--- config.mk ---
export PLATFORM = sky130hd
export DESIGN_NAME = instr_fetch_queue
export DESIGN_NICKNAME = d
export VERILOG_FILES = /design/src/rtl/instr_fetch_queue.sv
export SDC_FILE = /design/constraint.sdc
export NUM_CORES = 1
export LEC_CHECK = 0
export CORE_ASPECT_RATIO = 0.9
export CORE_MARGIN = 2
export CORE_UTILIZATION = 61
export DETAILED_ROUTE_END_ITERATION = 12
export GPL_ROUTABILITY_DRIVEN = 0
export MAX_ROUTING_LAYER = met4
export PLACE_DENSITY = 0.88
export SYNTH_ARGS = -nofsm -noshare
export SYNTH_HDL_FRONTEND = slang
export SYNTH_SLANG_ARGS = --single-unit
--- constraint.sdc ---
create_clock -name clk1 -period 5.9 [get_ports clk1]
set_input_delay 0.59 -clock clk1 [delete_from_list [all_inputs] [get_ports clk1]]
set_output_delay 0.59 -clock clk1 [all_outputs]
set_load 0.01 [all_outputs]
--- src/rtl/instr_fetch_queue.sv ---
// instr_fetch_queue: drives the fetch PC, captures memory data one cycle later and
// queues it for issue over valid/ready. Optional head bypass via `IFQ_BYPASS_EN.
// Ports: clk1, rst_n (async, active-low), pc, mem_instr, iq_valid/iq_instr/iq_pc,
// iq_ready, redirect/redirect_pc, count, fetch_done.
module instr_fetch_queue #(
  parameter int DEPTH    = 4,
  parameter int PROG_LEN = 6,
  parameter int AW       = 32
) (
  input  logic                       clk1,
  input  logic                       rst_n,
  output logic [AW-1:0]              pc,
  input  logic [31:0]                mem_instr,
  output logic                       iq_valid,
  output logic [31:0]                iq_instr,
  output logic [AW-1:0]              iq_pc,
  input  logic                       iq_ready,
  input  logic                       redirect,
  input  logic [AW-1:0]              redirect_pc,
  output logic [$clog2(DEPTH+1)-1:0] count,
  output logic                       fetch_done
);

  localparam int CW = $clog2(DEPTH+1);
  localparam int PW = $clog2(DEPTH);

  typedef enum logic {
    RUN,
    STOP
  } state_t;

  state_t        state;
  logic          req_q;
  logic [AW-1:0] req_pc_q;
  logic [PW-1:0] wr_ptr;
  logic [PW-1:0] rd_ptr;
  logic [31:0]   q_instr [DEPTH];
  logic [AW-1:0] q_pc    [DEPTH];

  logic [CW:0]   pending;
  logic          issue;
  logic          push;
  logic          stored;
  logic          byp;
  logic          pop;
  logic          wr;
  logic          rd;

  // Slot reservation counts the in-flight read so a return always fits.
  assign pending = {1'b0, count} + (CW+1)'(req_q);
  assign issue   = (state == RUN) && !redirect
                && (pending < (CW+1)'(DEPTH));
  assign push    = req_q && !redirect;
  assign stored  = (count != '0);

`ifdef IFQ_BYPASS_EN
  assign byp = !stored && push;
`else
  assign byp = 1'b0;
`endif

  assign iq_valid = (stored || byp) && !redirect;
  assign pop      = iq_valid && iq_ready;
  // A bypassed word taken the same cycle never lands in storage.
  assign wr       = push && !(byp && iq_ready);
  assign rd       = pop && stored;

  always_comb begin
    iq_instr = '0;
    iq_pc    = '0;
    if (byp) begin
      iq_instr = mem_instr;
      iq_pc    = req_pc_q;
    end else if (stored) begin
      iq_instr = q_instr[rd_ptr];
      iq_pc    = q_pc[rd_ptr];
    end
  end

  assign fetch_done = (state == STOP) && !stored && !req_q;

  always_ff @(posedge clk1 or negedge rst_n) begin
    if (!rst_n) begin
      state    <= RUN;
      pc       <= '0;
      req_q    <= 1'b0;
      req_pc_q <= '0;
      count    <= '0;
      wr_ptr   <= '0;
      rd_ptr   <= '0;
    end else if (redirect) begin
      pc       <= redirect_pc;
      req_q    <= 1'b0;
      count    <= '0;
      wr_ptr   <= '0;
      rd_ptr   <= '0;
      if (redirect_pc >= AW'(PROG_LEN)) begin
        state <= STOP;
      end else begin
        state <= RUN;
      end
    end else begin
      if (issue) begin
        pc       <= pc + AW'(1);
        req_q    <= 1'b1;
        req_pc_q <= pc;
        if (pc + AW'(1) == AW'(PROG_LEN)) begin
          state <= STOP;
        end
      end else begin
        req_q <= 1'b0;
      end
      if (wr) begin
        wr_ptr <= wr_ptr + PW'(1);
      end
      if (rd) begin
        rd_ptr <= rd_ptr + PW'(1);
      end
      count <= count + CW'(wr) - CW'(rd);
    end
  end

  always_ff @(posedge clk1 or negedge rst_n) begin
    if (!rst_n) begin
      for (int i = 0; i < DEPTH; i++) begin
        q_instr[i] <= '0;
        q_pc[i]    <= '0;
      end
    end else if (wr) begin
      q_instr[wr_ptr] <= mem_instr;
      q_pc[wr_ptr]    <= req_pc_q;
    end
  end

endmodule

==> results.yml <==
outcome:
  outcome: "complete, no violations"
global_route:
  track_usage: 0.292
  grt_max_degree: 164
  grt_pass1_wl_mm: 58.9
  grt_pass1_vias: 10900
  antenna_found_initial: 1
  grt_overflow_total: 0
power:
  power_leakage_nw: 8.70
  power_mw: 5.33
  powerDensity_nw_per_um2: 288
  peakVddDrop_mv: 0.277
sta:
  min_period_over_period: 0.664
  final_hold_viol_count: 0
  fmax_ghz: 0.255
  finalSetupViolations: 0
  worst_pin_slew_ns: 1.20
  fin_skew_ns: 0.0276
  maxSlewViolCount: 0
  relSlewSlack: 0.199
  rsz0062_at_grt: "false"
  holdWs_ns: 0.0721
  fin_crit_ns: 3.92
  tns_ns: 0
  finalWorstSetupSlack_ns: 1.98
logic_synthesis:
  yosysSeqAreaShare: 0.530
  syn_inst: 1177
  synth-seq-cells: 329
  ys_types: 55
  async_reset_ff_frac: 1.00
  ys_warn_count: 0
  synth_nets: 1255
  synth_edf_count: 0
  ys.flop_type: "dfrtp_1"
  avgSynthCellArea_um2: 13.2
  syn_area_um2: 15500
clock_tree:
  root_buffer: "clkbuf_16"
  cts_tree: "yes"
  clk_latency_ns: 0.52
  cts.path.max_buffers: 3
  cts.sinks: 329
  cts_setup_buffers: 0
  cts_max_level: 2
  clkSlewWorstSetupHoldPaths_ns: 0.06
  postCtsHoldBufs: 0
  cts_buffers: 34
  cts_resized: 0
routing:
  postRouteWirelength_mm: 36.6
  vias_per_cell: 6.26
  first_pass_iters: 7
  drc: 0
  wl_per_cell_um: 21.9
  antenna_left: 0
  dr_total_vias: 10500
  drt_iter0_markers: 1063
finish:
  fin_nets: 1385
  layout_common_cells: "dfrtp_1, mux2_2, clkdlybuf4s50_1, nand2_1, and2_1"
  syn2layout_area_growth_pct: 19.4
  drive_gt1_frac: 0.301
  final_area_um2: 18500
  layout_commonest_cell: "dfrtp_1"
  nFillCells: 1610
critical_path:
  worst_ep_arrival_time_ns: 3.33
  crit_end: "iq_pc[17]"
  slowest_stage: "dfrtp_4"
  cpPeakStageDelay_ns: 1.08
  worstPathCellList: "buf_4 > mux4_2 > and2_1 > clkdlybuf4s50_1"
  worst-setup-path-type: "reg -> out"
  cp_max_fo: 49
  r2r_end: "pc[8]"
  cp-start-kind: "register"
  r2r-start: "count[1]"
  rrSetupSlack_ns: 2.30
  critical_path_required_ns: 5.31
  cp-end-kind: "output port"
  reg2reg_depth: 8
  cp-startpoint: "rd_ptr[0]"
floorplanning:
  initial_core_util: 0.620
  coreArea_um2: 25000
  ios: 169
  chipHeight_um: 155
  dieArea_um2: 26700
  die_x_um: 172
  rows: 55
placement:
  dp_hpwl_mm: 22.5
  place_area_um2: 17400
  pre_cts_ws_ns: 2.44
  io_buffer_count: 168
min_path:
  hp-class: "in -> async"
job:
  max_cap_viol_count: 0
[power by group]
group / internal (mW) / switching, mW / total, mW
logic: 0.353 / 0.310 / 0.663
clock network: 1.26 / 0.866 / 2.13
registers: 2.35 / 0.194 / 2.54
total: 3.96 / 1.37 / 5.33
[cell type report]
cell class | count | area [µm²] | share of cell area
diodes | 1 | 2.50 | 0.000135
multi-input cells | 754 | 6950 | 0.375
clock inverters | 8 | 50.0 | 0.00270
clock buffers | 50 | 1070 | 0.0580
well taps | 342 | 428 | 0.0231
repair buffers | 176 | 1750 | 0.0946
flip-flops and latches | 329 | 8240 | 0.444
inverters | 12 | 45.0 | 0.00243
[synthesized netlist by cell type, drive strengths merged (12+ instances only)]
cell / n / area, µm²
mux4: 64 / 1440
mux2: 257 / 2890
nand2: 129 / 484
and2: 68 / 425
nand4: 16 / 100
nor3: 13 / 76.3
nor4: 14 / 103
dfrtp: 329 / 8230
inv: 12 / 45.0
o21ai: 29 / 145
nand3: 19 / 113
o311ai: 16 / 140
nor2: 24 / 90.1
buf: 21 / 103
clkbuf: 61 / 229
xor2: 12 / 105
[per-stage QoR]
| stage | instances | utilization |
|---|---|---|
| 5_1_grt | 1672 | 0.740 |
| 3_5_place_dp | 1613 | 0.695 |
| 4_1_cts | 1671 | 0.740 |
| 6_report | 1672 | 0.740 |
| 2_1_floorplan | 1177 | - |
| 3_3_place_gp | 1613 | 0.695 |
[worst max-delay path, delay by kind of cell (launching register included)]
kind	cells	cell delay (ns)
buf+inv	2	0.97
flops	1	1.08
mux	1	0.55
simple gates	1	0.19
[layer usage]
layer / up-vias / routed length, µm / GRT usage
met4: 0 / 937 / 0.0868
met1: 5354 / 15300 / 0.405
li1: 4536 / - / -
met2: 495 / 17500 / 0.451
met5: - / 0 / -
met3: 75 / 2840 / 0.0504
[worst min-delay path by stage]
stage	start	endpoint	slack, ns	cells after the start
floorplan	rst_n	count[0]	0.29	0
global placement	q_pc[49]	q_pc[49]	0.48	1
detailed placement	q_pc[50]	q_pc[50]	0.49	1
CTS	rst_n	q_instr[110]	0.10	1
global route	rst_n	q_instr[110]	0.13	1
finish	rst_n	q_instr[110]	0.07	1
[cells by family after synthesis]
family	count (synthesis)	synth area share
buf+inv	94	0.0243
simple gates	316	0.106
xor+xnor	23	0.0130
flops	329	0.530
mux	325	0.282
compound gates	80	0.0363
fa+ha+maj	10	0.00854
[flip-flops by register name (all words and copies together) (netlist names)]
register / cells
q_instr: 128
q_pc: 128
pc: 32
req_pc_q: 32
count: 3
rd_ptr: 2
wr_ptr: 2
req_q: 1
state: 1
Note: power is estimated with default switching activity, not from simulation.
